## src/rtl/padctrl_reg_pkg.sv

```systemverilog
// Pad control constants: pad counts, attribute width and bit positions.
// Shared by the pad conditioning stage, its interface and the input filter.
package padctrl_reg_pkg;

  localparam int NMioPads    = 12;
  localparam int NDioPads    = 8;
  localparam int AttrDw      = 8;

  localparam int AttrInvBit  = 0;
  localparam int AttrOdBit   = 1;
  localparam int AttrFiltBit = 2;

endpackage

```

## src/rtl/padring_io_ctrl_if.sv

```systemverilog
// Core/padring bundle for the pad conditioning stage.
// master: drives core outputs, attributes, threshold and raw pad input.
interface padring_io_ctrl_if #(
  parameter int NPads    = padctrl_reg_pkg::NMioPads
                         + padctrl_reg_pkg::NDioPads,
  parameter int AttrDw   = padctrl_reg_pkg::AttrDw,
  parameter int FiltCntW = 4
);

  logic [NPads-1:0]        out_i;
  logic [NPads-1:0]        oe_i;
  logic [NPads*AttrDw-1:0] attr_i;
  logic [FiltCntW-1:0]     filt_thresh_i;
  logic [NPads-1:0]        pad_out_o;
  logic [NPads-1:0]        pad_oe_o;
  logic [NPads-1:0]        pad_in_i;
  logic [NPads-1:0]        in_o;
  logic [NPads-1:0]        in_rise_o;
  logic [NPads-1:0]        in_fall_o;

  modport master (
    output out_i, oe_i, attr_i,
    output filt_thresh_i, pad_in_i,
    input  pad_out_o, pad_oe_o,
    input  in_o, in_rise_o, in_fall_o
  );

  modport slave (
    input  out_i, oe_i, attr_i,
    input  filt_thresh_i, pad_in_i,
    output pad_out_o, pad_oe_o,
    output in_o, in_rise_o, in_fall_o
  );

endinterface

```

## src/rtl/padring_in_filter.sv

```systemverilog
// One pad's input synchroniser plus stable-value glitch filter.
// pad_i raw async in; filt_en_i/thresh_i filter control; f_o filtered state.
module padring_in_filter #(
  parameter int SyncStages = 2,
  parameter int FiltCntW   = 4
) (
  input  logic                clk_i,
  input  logic                rst_ni,
  input  logic                pad_i,
  input  logic                filt_en_i,
  input  logic [FiltCntW-1:0] thresh_i,
  output logic                f_o
);

  logic [SyncStages-1:0] sync_q, sync_d;
  logic [FiltCntW-1:0]   cnt_q, cnt_d;
  logic                  f_q, f_d;
  logic                  s, byp, mis, hit;

  always_comb begin
    sync_d = {sync_q[SyncStages-2:0], pad_i};
    s      = sync_q[SyncStages-1];
    byp    = !filt_en_i;
    mis    = filt_en_i && (s != f_q);
    // cnt saturates at the threshold, so >= also
    // covers a threshold lowered mid-count
    hit    = mis && (cnt_q >= thresh_i);
    f_d    = f_q;
    cnt_d  = '0;
    unique case (1'b1)
      byp || hit: f_d = s;
      mis && !hit: cnt_d = cnt_q + 1'b1;
      default: ;
    endcase
  end

  always_ff @(posedge clk_i) begin
    if (!rst_ni) begin
      sync_q <= '0;
      cnt_q  <= '0;
      f_q    <= 1'b0;
    end else begin
      sync_q <= sync_d;
      cnt_q  <= cnt_d;
      f_q    <= f_d;
    end
  end

  assign f_o = f_q;

endmodule

```

## src/rtl/padring_io_ctrl.sv

```systemverilog
// Per-pad I/O conditioning: output attrs + drive regs, filtered input, edges.
// clk_i, rst_ni (sync, active-low); io carries all pad/core signals.
module padring_io_ctrl #(
  parameter int NPads      = padctrl_reg_pkg::NMioPads
                           + padctrl_reg_pkg::NDioPads,
  parameter int AttrDw     = padctrl_reg_pkg::AttrDw,
  parameter int SyncStages = 2,
  parameter int FiltCntW   = 4
) (
  input  logic                     clk_i,
  input  logic                     rst_ni,
  padring_io_ctrl_if.slave         io
);

  import padctrl_reg_pkg::*;

  logic [NPads-1:0] inv, od, fen, f;
  logic [NPads-1:0] v, in_o;
  logic [NPads-1:0] pad_out_q, pad_out_d;
  logic [NPads-1:0] pad_oe_q, pad_oe_d;
  logic [NPads-1:0] in_q, in_d;

  for (genvar p = 0; p < NPads; p++) begin : g_pad
    localparam int Base = p * AttrDw;
    logic unused_rsvd;

    assign inv[p] = io.attr_i[Base + AttrInvBit];
    assign od[p]  = io.attr_i[Base + AttrOdBit];
    assign fen[p] = io.attr_i[Base + AttrFiltBit];
    assign unused_rsvd =
      ^io.attr_i[Base + 3 +: AttrDw - 3];

    padring_in_filter #(
      .SyncStages(SyncStages),
      .FiltCntW  (FiltCntW)
    ) u_filt (
      .clk_i    (clk_i),
      .rst_ni   (rst_ni),
      .pad_i    (io.pad_in_i[p]),
      .filt_en_i(fen[p]),
      .thresh_i (io.filt_thresh_i),
      .f_o      (f[p])
    );
  end

  always_comb begin
    v         = io.out_i ^ inv;
    // open-drain never drives high: release instead
    pad_out_d = v & ~od;
    pad_oe_d  = io.oe_i & ~(od & v);
    in_o      = f ^ inv;
    in_d      = in_o;
  end

  always_ff @(posedge clk_i) begin
    if (!rst_ni) begin
      pad_out_q <= '0;
      pad_oe_q  <= '0;
      in_q      <= '0;
    end else begin
      pad_out_q <= pad_out_d;
      pad_oe_q  <= pad_oe_d;
      in_q      <= in_d;
    end
  end

  assign io.pad_out_o = pad_out_q;
  assign io.pad_oe_o  = pad_oe_q;
  assign io.in_o      = in_o;
  assign io.in_rise_o = in_o & ~in_q;
  assign io.in_fall_o = ~in_o & in_q;

endmodule
```

## src/flat_wrapper.sv

```systemverilog
// flat-port wrapper written by rule: the top's interface ports become plain ports
module padring_io_ctrl_flat import padctrl_reg_pkg::*;
#(
  parameter int NPads      = padctrl_reg_pkg::NMioPads
                           + padctrl_reg_pkg::NDioPads,
  parameter int AttrDw     = padctrl_reg_pkg::AttrDw,
  parameter int SyncStages = 2,
  parameter int FiltCntW   = 4
)
  (clk_i, rst_ni, io_out_i, io_oe_i, io_attr_i, io_filt_thresh_i, io_pad_in_i, io_pad_out_o, io_pad_oe_o, io_in_o, io_in_rise_o, io_in_fall_o);
  padring_io_ctrl_if #(.NPads(NPads), .AttrDw(AttrDw), .FiltCntW(FiltCntW)) io_i ();
  input  logic clk_i;
  input  logic rst_ni;
  input wire logic [$bits(io_i.out_i)-1:0] io_out_i;
  input wire logic [$bits(io_i.oe_i)-1:0] io_oe_i;
  input wire logic [$bits(io_i.attr_i)-1:0] io_attr_i;
  input wire logic [$bits(io_i.filt_thresh_i)-1:0] io_filt_thresh_i;
  input wire logic [$bits(io_i.pad_in_i)-1:0] io_pad_in_i;
  output wire logic [$bits(io_i.pad_out_o)-1:0] io_pad_out_o;
  output wire logic [$bits(io_i.pad_oe_o)-1:0] io_pad_oe_o;
  output wire logic [$bits(io_i.in_o)-1:0] io_in_o;
  output wire logic [$bits(io_i.in_rise_o)-1:0] io_in_rise_o;
  output wire logic [$bits(io_i.in_fall_o)-1:0] io_in_fall_o;
  assign io_i.out_i = io_out_i;
  assign io_i.oe_i = io_oe_i;
  assign io_i.attr_i = io_attr_i;
  assign io_i.filt_thresh_i = io_filt_thresh_i;
  assign io_i.pad_in_i = io_pad_in_i;
  assign io_pad_out_o = io_i.pad_out_o;
  assign io_pad_oe_o = io_i.pad_oe_o;
  assign io_in_o = io_i.in_o;
  assign io_in_rise_o = io_i.in_rise_o;
  assign io_in_fall_o = io_i.in_fall_o;
  padring_io_ctrl #(.NPads(NPads), .AttrDw(AttrDw), .SyncStages(SyncStages), .FiltCntW(FiltCntW)) u_core (.clk_i(clk_i), .rst_ni(rst_ni), .io(io_i));
endmodule
```

## config.mk

```make
export PLATFORM = sky130hd
export DESIGN_NAME = padring_io_ctrl_flat
export DESIGN_NICKNAME = d
export VERILOG_FILES = /design/src/rtl/padctrl_reg_pkg.sv /design/src/rtl/padring_io_ctrl_if.sv /design/src/rtl/padring_in_filter.sv /design/src/rtl/padring_io_ctrl.sv /design/src/flat_wrapper.sv
export SDC_FILE = /design/constraint.sdc
export NUM_CORES = 1
export LEC_CHECK = 0
export ABC_AREA = 1
export CORE_MARGIN = 1
export CORE_UTILIZATION = 45
export DETAILED_ROUTE_END_ITERATION = 8
export GPL_ROUTABILITY_DRIVEN = 0
export GPL_TIMING_DRIVEN = 0
export PLACE_DENSITY = 0.8
export SYNTH_ARGS = -nofsm -noshare
export SYNTH_HDL_FRONTEND = slang
export SYNTH_SLANG_ARGS = --single-unit
```

## constraint.sdc

```tcl
create_clock -name clk_i -period 3.05 [get_ports clk_i]
set_clock_uncertainty 0.2 [all_clocks]
set_input_delay 0.7625 -clock clk_i [delete_from_list [all_inputs] [get_ports clk_i]]
set_output_delay 0.7625 -clock clk_i [all_outputs]
set_load 0.03 [all_outputs]
```

==> impl_metrics.py, run 1 <==
metrics = {
    "run_status": {
        "outcome": "complete, no violations",
    },
    "routing": {
        "num_vias": 7839,
        "wl_per_cell_um": 13.1,
        "drtIter0Drc": 363,
        "drt_pre_antenna_iters": 7,
        "drt-total-wl_mm": 22.4,
        "postRouteAntennaNets": 0,
        "vias_per_cell": 4.60,
        "route.detailed.drc": 0,
    },
    "place": {
        "hpwl_mm": 16.2,
        "dp.cells": 1674,
        "place_ws_ps": -311,
        "io_buffers": 225,
    },
    "pwr": {
        "swShare": 0.275,
        "p_clk_frac": 0.370,
        "power_switching_w": 0.00168,
        "ir_drop_mv": 0.406,
        "p_seq_frac": 0.455,
        "power.total_w": 0.00612,
        "leakage_nw": 6.26,
        "p_per_area_mw_per_mm2": 496,
        "p_comb_frac": 0.175,
        "p_int_w": 0.00444,
    },
    "cells_and_area": {
        "n_antenna_cell": 0,
        "drive_gt1_frac": 0.0425,
        "area_delta_synth_final_pct": 33.4,
        "layout.nets": 1749,
        "multi_input_area_mm2": 0.00430,
        "nFillCells": 1692,
        "fin_cells": 1705,
        "seq_area_mm2": 0.00400,
    },
    "worst_hold_path": {
        "whs_endpoint": "u_core.g_pad[12].u_filt.sync_q[1]",
        "hp-start": "u_core.g_pad[12].u_filt.sync_q[0]",
        "hp-class": "flip-flop to flip-flop",
        "whs_path_depth": 2,
    },
    "worst_setup_path": {
        "reg2reg_depth": 9,
        "crit_path_end_kind": "primary output",
        "worst_ep_arrival_time_ps": 2040,
        "cp_cell_sequence": "clkdlybuf4s50_1, xnor2_1, inv_1, nor2_1, clkdlybuf4s15_1",
        "required_ps": 2090,
        "cpMaxStageDelayCell": "clkdlybuf4s50_1",
        "worst-path-max-fanout": 3,
        "r2r-start": "u_core.g_pad[17].u_filt.cnt_q[0]",
        "rr_endpoint": "u_core.g_pad[17].u_filt.cnt_q[0]",
        "reg2reg_slack_ps": 1380,
        "worstSetupPathType": "primary input to primary output",
        "slowest_delay_ps": 470,
        "cp-start-kind": "primary input",
    },
    "global_route": {
        "grt_pass1_wl_mm": 36.7,
        "antenna_found_initial": 0,
        "grt_overflow": 0,
        "use_met1": 0.255,
        "grt_util_all_layers": 0.220,
        "grt_max_degree": 21,
        "gr-max-usage-layer": "met2",
        "grt_pass1_vias": 7722,
        "use_met2": 0.405,
        "use_met3": 0.0376,
    },
    "logic_synthesis": {
        "synth_cell_types": 13,
        "synth_fp_nets": 1505,
        "yosysSeqAreaShare": 0.433,
        "synth_area_mm2": 0.00925,
        "syn_inst": 1179,
        "yosys.area.top_type_share": 0.433,
        "ys_seq_elements": 200,
        "avgSynthCellArea_um2": 7.84,
        "synth.area.top_cells": "dfxtp_1 43%, ha_1 14%, inv_1 9.5%",
        "ys.warnings.count": 0,
        "yosysTopAreaCell": "dfxtp_1",
    },
    "cts": {
        "worstSkewPairLatency_ps": 440,
        "numCtsBuffers": 17,
        "cts_tree": "done",
        "path_clk_slew_ps": 70,
        "clk_path_buf_depth": 2,
        "cts.htree.levels": 4,
        "cts-root-buf": "clkbuf_16",
        "cts_hold_buf": 0,
        "clock_sinks": 200,
        "post_cts_buffers": 0,
    },
    "die": {
        "start_util": 0.458,
        "rows": 52,
        "die_x_um": 145,
        "io_pins": 326,
        "die_h_um": 145,
        "die_area_mm2": 0.0211,
        "core-area_mm2": 0.0202,
    },
    "timing": {
        "rsz0062_at_grt": "false",
        "worst_pin_slew_ps": 1160,
        "slew_violations": 0,
        "fmax_mhz": 333,
        "holdWs_ps": 213,
        "setup_viol": 0,
        "hold_viol": 0,
        "slew_headroom": 0.226,
        "fin_crit_sh": 0.983,
        "period_needed_ps": 3000,
        "fin_ws_ps": 50.9,
    },
    "job": {
        "maxCapViolCount": 0,
    },
}
## kinds of logic after synthesis
logic type | count (synthesis) | synth area share
DFF | 200 | 0.433
AOI/OAI and AO/OA | 31 | 0.0168
buffers and inverters | 250 | 0.105
xor gates and xnor gates | 100 | 0.0947
adders and majority gates | 100 | 0.135
and+or+nand+nor | 498 | 0.216
## placed cells by master, fill, tap and decap left out
cell type	n
clkdlybuf4s15_1	5
nand4_1	20
buf_2	8
clkbuf_2	13
clkbuf_8	3
xor2_1	60
clkinv_2	2
a21oi_1	31
clkdlybuf4s15_2	2
bufinv_16	2
ha_1	100
clkinv_4	1
xnor2_2	3
clkdlybuf4s50_1	164
xnor2_1	37
dfxtp_1	200
dlymetal6s2s_1	1
clkbuf_16	17
inv_6	2
inv_1	235
dlygate4sd2_1	40
clkinvlp_4	3
clkbuf_1	3
nand2_1	229
nand3_1	60
buf_4	5
nor2_1	189
## how the worst max path moves through the flow
stage                   start               end  slack, ps
2_1_floorplan    io_attr_i[0]   io_in_fall_o[0]        490
3_3_place_gp   io_attr_i[112]  io_in_fall_o[14]       -280
3_5_place_dp   io_attr_i[112]  io_in_fall_o[14]       -310
4_1_cts         io_attr_i[48]   io_in_fall_o[6]          6
5_1_grt        io_attr_i[144]  io_in_fall_o[18]        0.4
6_report        io_attr_i[32]   io_in_fall_o[4]         50
## per-stage QoR
stage          setup TNS [ps]  instance area, µm²   util
6_report                    0               12300  0.612
5_1_grt                     0               12300  0.612
4_1_cts                     0               12400  0.613
3_5_place_dp           -31730               11800  0.587
3_3_place_gp           -29840               11800  0.587
2_1_floorplan               0                9250      -
## synth_stat cells
cell type  instances
a21oi_1           31
buf_2              8
buf_4              5
clkbuf_1           2
dfxtp_1          200
ha_1             100
inv_1            235
nand2_1          229
nand3_1           60
nand4_1           20
nor2_1           189
xnor2_1           40
xor2_1            60
## power by group through the flow
stage / sequential, W / clock [W] / combinational, W
after global placement: 0.00284 / 0 / 0.00110
after CTS: 0.00278 / 0.00231 / 0.00108
after detailed placement: 0.00284 / 0 / 0.00113
final: 0.00278 / 0.00226 / 0.00107
after floorplan: 0.00289 / 0 / 0.000556
after global routing: 0.00279 / 0.00242 / 0.00117
## flip-flops by register name, summed over array words and instances (netlist names)
| signal | cells |
|---|---|
| u_core.io.pad_oe_o | 20 |
| u_core.io.pad_out_o | 20 |
| u_core.g_pad.u_filt.sync_q | 40 |
| u_core.g_pad.u_filt.f_o | 20 |
| u_core.in_q | 20 |
| u_core.g_pad.u_filt.cnt_q | 80 |
## layout make-up
type	count	share of cell area
Buffer	15	0.00690
Clock buffer	21	0.0381
Multi-Input combinational cell	729	0.348
Timing Repair Buffer	225	0.174
Tap cell	270	0.0274
Clock inverter	10	0.00963
Inverter	235	0.0715
Sequential cell	200	0.324
## worst max-delay path: cells and delay by family
| kind | cells | cell delay, ps |
|---|---|---|
| XOR/XNOR | 1 | 250 |
| AND/OR/NAND/NOR | 1 | 90 |
| buffers and inverters | 3 | 930 |
## layer usage
layer | routed length, µm | share of wire
met5 | 0 | 0
met4 | 519 | 0.023
met3 | 994 | 0.044
met2 | 11400 | 0.51
met1 | 9540 | 0.43
## repair_timing
item                                    4_1_cts  5_1_grt
cloned                                        0        0
gates resized for setup                      68       31
hold endpoints to repair                      0        0
endpoints found under the setup margin       60       27
(Power assumes the default switching activity.)
==> run 2: changes to the inputs <==
- CORE_UTILIZATION: 45 -> 49
- PLACE_DENSITY: 0.8 -> 0.86
==> run 2 against run 1 <==
- global-route usage rose by 1.7 points
- sequential share of layout area increased by 0.19 points
- sequential power about the same
- critical path type unchanged
- critical endpoint is now io_in_fall_o[12]
==> impl_metrics.py, run 2 (synthesis results as in run 1) <==
metrics = {
    "pwr": {
        "leakage_nw": 6.26,
        "p_clk_frac": 0.369,
        "p_per_area_mw_per_mm2": 498,
        "p_seq_frac": 0.455,
        "ir_drop_mv": 0.393,
        "p_comb_frac": 0.175,
        "swShare": 0.280,
        "p_int_w": 0.00440,
        "power_switching_w": 0.00171,
    },
    "worst_hold_path": {
        "hp-class": "flip-flop to flip-flop",
    },
    "cts": {
        "clock_sinks": 200,
        "worstSkewPairLatency_ps": 440,
        "clk_path_buf_depth": 2,
        "cts_tree": "done",
        "cts-root-buf": "clkbuf_16",
        "path_clk_slew_ps": 70,
        "cts_hold_buf": 0,
        "numCtsBuffers": 17,
        "cts.htree.levels": 4,
        "post_cts_buffers": 0,
    },
    "die": {
        "die_h_um": 139,
        "rows": 49,
        "start_util": 0.508,
        "die_x_um": 139,
        "core-area_mm2": 0.0182,
        "io_pins": 326,
        "die_area_mm2": 0.0194,
    },
    "global_route": {
        "grt_util_all_layers": 0.237,
        "grt_pass1_vias": 7600,
        "grt_pass1_wl_mm": 36.1,
        "grt_overflow": 0,
        "antenna_found_initial": 1,
        "grt_max_degree": 21,
    },
    "timing": {
        "period_needed_ps": 3000,
        "fmax_mhz": 333,
        "tns_ps": 0,
        "slew_headroom": 0.208,
        "fin_crit_sh": 0.984,
        "rsz0062_at_grt": "false",
        "slew_violations": 0,
        "worst_pin_slew_ps": 1190,
        "setup_viol": 0,
        "hold_viol": 0,
    },
    "job": {
        "maxCapViolCount": 0,
    },
    "routing": {
        "vias_per_cell": 4.78,
        "route.detailed.drc": 0,
        "drtIter0Drc": 388,
        "wl_per_cell_um": 13.6,
        "drt_pre_antenna_iters": 5,
        "drt-total-wl_mm": 22.6,
        "postRouteAntennaNets": 0,
        "num_vias": 7963,
    },
    "place": {
        "io_buffers": 225,
        "hpwl_mm": 16.3,
    },
    "worst_setup_path": {
        "crit_path_end_kind": "primary output",
        "cp-start-kind": "primary input",
        "worstSetupPathType": "primary input to primary output",
        "required_ps": 2090,
        "reg2reg_slack_ps": 1380,
        "worst_ep_arrival_time_ps": 2040,
        "worst-path-max-fanout": 3,
    },
    "cells_and_area": {
        "final_cell_mix": "235 x inv_1, 229 x nand2_1, 200 x dfxtp_1",
        "final_common_cell": "inv_1",
        "largest-register": "u_core.g_pad.u_filt.cnt_q",
        "biggestRegsByFlops": "u_core.g_pad.u_filt.cnt_q x80, u_core.g_pad.u_filt.sync_q x40",
        "layout.nets": 1749,
        "n_antenna_cell": 0,
        "drive_gt1_frac": 0.0453,
        "postLayoutCoreUtil": 0.674,
        "largest_reg_flops": 80,
        "area_delta_synth_final_pct": 32.6,
    },
    "run_status": {
        "outcome": "complete, no violations",
    },
}
-- run 2: worst paths after layout --
kind	from	end	cells after the start
worst min-delay path	u_core.g_pad[15].u_filt.sync_q[0]	u_core.g_pad[15].u_filt.sync_q[1]	2
worst max register to register	u_core.g_pad[1].u_filt.cnt_q[0]	u_core.g_pad[1].u_filt.cnt_q[1]	9
worst max-delay path	io_attr_i[96]	io_in_fall_o[12]	5
worst min register to register	u_core.g_pad[15].u_filt.sync_q[0]	u_core.g_pad[15].u_filt.sync_q[1]	2
-- run 2: final cells by class --
type | count | area, µm²
inverters | 235 | 882
repair buffers | 225 | 2130
multi-input cells | 729 | 4300
plain buffers | 15 | 85.1
flip-flops and latches | 200 | 4000
well taps | 229 | 287
clock inverters | 13 | 141
fillers | 1457 | 5940
clock buffers | 19 | 443
-- run 2: power groups by stage --
stage | combinational [W] | clock [W] | sequential [W]
floorplan | 0.000556 | 0 | 0.00289
global placement | 0.00110 | 0 | 0.00283
detailed placement | 0.00113 | 0 | 0.00284
CTS | 0.00108 | 0.00229 | 0.00278
global route | 0.00117 | 0.00240 | 0.00279
finish | 0.00107 | 0.00226 | 0.00278
-- run 2: critical path, cell delays in order --
cell and delay [ps]:
clkdlybuf4s50_1 450, xnor2_1 290, inv_1 100, nor2_1 110, clkdlybuf4s15_2 310
-- run 2: routing by layer --
metal,vias up,global-route usage,part of all wire
li1,4046,-,-
met1,3662,0.280,0.44
met2,222,0.421,0.49
met3,31,0.0537,0.054
met4,2,0.0801,0.015
met5,-,0,0.00049
-- run 2: through the flow --
stage | total power [W] | hold slack, ps | std cells | setup slack [ps] | area [µm²]
3_5_place_dp | 0.00397 | 201 | 1633 | -365 | 11800
2_1_floorplan | 0.00344 | 190 | 1179 | 485 | 9250
4_1_cts | 0.00615 | 216 | 1665 | 7.34 | 12300
5_1_grt | 0.00636 | 232 | 1665 | 1.49 | 12300
3_3_place_gp | 0.00393 | 192 | 1633 | -353 | 11800
6_report | 0.00611 | 212 | 1665 | 49.2 | 12300
-- run 2: timing repair --
action,CTS,global route
gates resized for setup,70,31
gates cloned,0,0
setup endpoints to repair,60,43
==> run 3: changes to the inputs <==
- HOLD_SLACK_MARGIN: default -> 0.08
- REMOVE_ABC_BUFFERS: default -> 1
==> run 3 against run 2 <==
- non-clock buffer count fell by 14
- final cell count fell by 0.84%
- die area did not move
- wire length fell by 16%
==> impl_metrics.py, run 3 (synthesis results as in run 1) <==
metrics = {
    "worst_hold_path": {
        "whs_path_depth": 2,
        "hp-class": "flip-flop to flip-flop",
        "hp-start": "u_core.g_pad[5].u_filt.sync_q[0]",
        "whs_endpoint": "u_core.g_pad[5].u_filt.sync_q[1]",
    },
    "pwr": {
        "swShare": 0.278,
        "p_comb_frac": 0.171,
        "p_seq_frac": 0.460,
        "p_clk_frac": 0.368,
        "p_int_w": 0.00435,
        "ir_drop_mv": 0.365,
        "leakage_nw": 6.22,
        "power_switching_w": 0.00168,
        "p_per_area_mw_per_mm2": 495,
    },
    "routing": {
        "vias_per_cell": 4.63,
        "drt-total-wl_mm": 18.9,
        "postRouteAntennaNets": 0,
        "drtIter0Drc": 210,
        "route.detailed.drc": 0,
        "drt_pre_antenna_iters": 6,
        "wl_per_cell_um": 11.5,
        "num_vias": 7636,
    },
    "cells_and_area": {
        "area_delta_synth_final_pct": 31.7,
        "n_antenna_cell": 0,
        "biggestRegsByFlops": "u_core.g_pad.u_filt.cnt_q x80, u_core.g_pad.u_filt.sync_q x40",
        "layout.nets": 1735,
        "largest_reg_flops": 80,
        "largest-register": "u_core.g_pad.u_filt.cnt_q",
        "nFillCells": 1458,
        "postLayoutCoreUtil": 0.669,
        "final_common_cell": "inv_1",
        "final_cell_mix": "235 x inv_1, 229 x nand2_1, 200 x dfxtp_1",
        "drive_gt1_frac": 0.0373,
    },
    "worst_setup_path": {
        "cp-start-kind": "primary input",
        "reg2reg_slack_ps": 1340,
        "worst_ep_arrival_time_ps": 2030,
        "rr_endpoint": "u_core.g_pad[2].u_filt.cnt_q[0]",
        "worstSetupPathType": "primary input to primary output",
        "worst-path-max-fanout": 3,
        "cp_cell_sequence": "clkdlybuf4s50_1, xnor2_1, inv_1, nor2_1, clkdlybuf4s15_1",
        "r2r-start": "u_core.g_pad[2].u_filt.cnt_q[0]",
        "slowest_delay_ps": 460,
        "reg2reg_depth": 9,
        "cpMaxStageDelayCell": "clkdlybuf4s50_1",
        "required_ps": 2090,
        "crit_path_end_kind": "primary output",
    },
    "timing": {
        "rsz0062_at_grt": "false",
        "slew_violations": 0,
        "worst_pin_slew_ps": 1070,
        "slew_headroom": 0.288,
        "tns_ps": 0,
        "hold_viol": 0,
        "fin_crit_sh": 0.982,
        "period_needed_ps": 3000,
        "fmax_mhz": 334,
        "setup_viol": 0,
    },
    "die": {
        "rows": 49,
        "io_pins": 326,
        "die_x_um": 139,
        "core-area_mm2": 0.0182,
        "die_area_mm2": 0.0194,
        "start_util": 0.508,
        "die_h_um": 139,
    },
    "global_route": {
        "grt_pass1_vias": 7501,
        "grt_max_degree": 62,
        "grt_util_all_layers": 0.203,
        "grt_pass1_wl_mm": 32.5,
        "grt_overflow": 0,
        "antenna_found_initial": 0,
    },
    "cts": {
        "clock_sinks": 200,
        "cts-root-buf": "clkbuf_16",
        "worstSkewPairLatency_ps": 420,
        "post_cts_buffers": 0,
        "path_clk_slew_ps": 70,
        "cts.htree.levels": 4,
        "clk_path_buf_depth": 2,
        "cts_hold_buf": 0,
        "cts_resized": 64,
        "numCtsBuffers": 17,
        "cts_tree": "done",
    },
    "run_status": {
        "outcome": "complete, no violations",
    },
    "place": {
        "hpwl_mm": 14.0,
        "io_buffers": 225,
    },
    "job": {
        "maxCapViolCount": 0,
    },
}
[run 3: cell count changes in the layout (fill, tap and decap cells not counted), sizes merged]
cell | before | now
buf | 13 | 2
bufinv | 2 | 1
clkbuf | 37 | 38
clkdlybuf4s15 | 3 | 2
clkdlybuf4s50 | 164 | 163
clkinv | 3 | 4
clkinvlp | 3 | 0
dlygate4sd2 | 41 | 40
inv | 240 | 242
[run 3: stage by stage]
step	hold slack [ps]	worst slack (ps)	cell area [µm²]	instances	total power [W]
6_report	205	54.1	12200	1651	0.00603
3_5_place_dp	196	-316	11700	1619	0.00394
3_3_place_gp	192	-3710	11700	1618	0.00391
2_1_floorplan	190	485	9160	1164	0.00342
5_1_grt	219	4.85	12200	1651	0.00633
4_1_cts	209	10.9	12200	1651	0.00610
[run 3: worst max path at each step]
stage,startpoint,to
global route,io_filt_thresh_i[3],u_core.g_pad[17].u_filt.cnt_q[2]
global placement,rst_ni,u_core.in_q[2]
floorplan,io_attr_i[0],io_in_fall_o[0]
finish,io_attr_i[16],io_in_fall_o[2]
CTS,io_attr_i[0],io_in_fall_o[0]
detailed placement,io_attr_i[152],io_in_fall_o[19]
[run 3: cell type report]
| class | count | area (µm²) | share of cell area |
|---|---|---|---|
| inverter | 235 | 882 | 0.0724 |
| sequential | 200 | 4000 | 0.329 |
| multi-input combinational | 729 | 4280 | 0.352 |
| clock buffer | 20 | 457 | 0.0375 |
| timing repair buffer | 226 | 2140 | 0.176 |
| tap | 229 | 287 | 0.0235 |
| clock inverter | 12 | 128 | 0.0105 |
[run 3: worst max-delay path, delay by kind of cell]
family / cells / cell delay (ps)
and+or+nand+nor: 1 / 90
buffers and inverters: 3 / 930
xor gates and xnor gates: 1 / 250
[run 3: routing by layer]
| layer | routed length (µm) | GRT usage | up-vias | share of wire |
|---|---|---|---|---|
| met5 | 0 | 0 | - | 0 |
| met4 | 325 | 0.0678 | 0 | 0.017 |
| met3 | 758 | 0.0416 | 23 | 0.040 |
| met2 | 9720 | 0.386 | 157 | 0.51 |
| met1 | 8100 | 0.223 | 3427 | 0.43 |
| li1 | - | - | 4029 | - |
[run 3: power groups by stage]
stage,clock network (W),logic (W),registers [W]
detailed placement,0,0.00110,0.00284
floorplan,0,0.000532,0.00289
global placement,0,0.00108,0.00283
global route,0.00240,0.00114,0.00279
finish,0.00222,0.00103,0.00278
CTS,0.00228,0.00105,0.00278
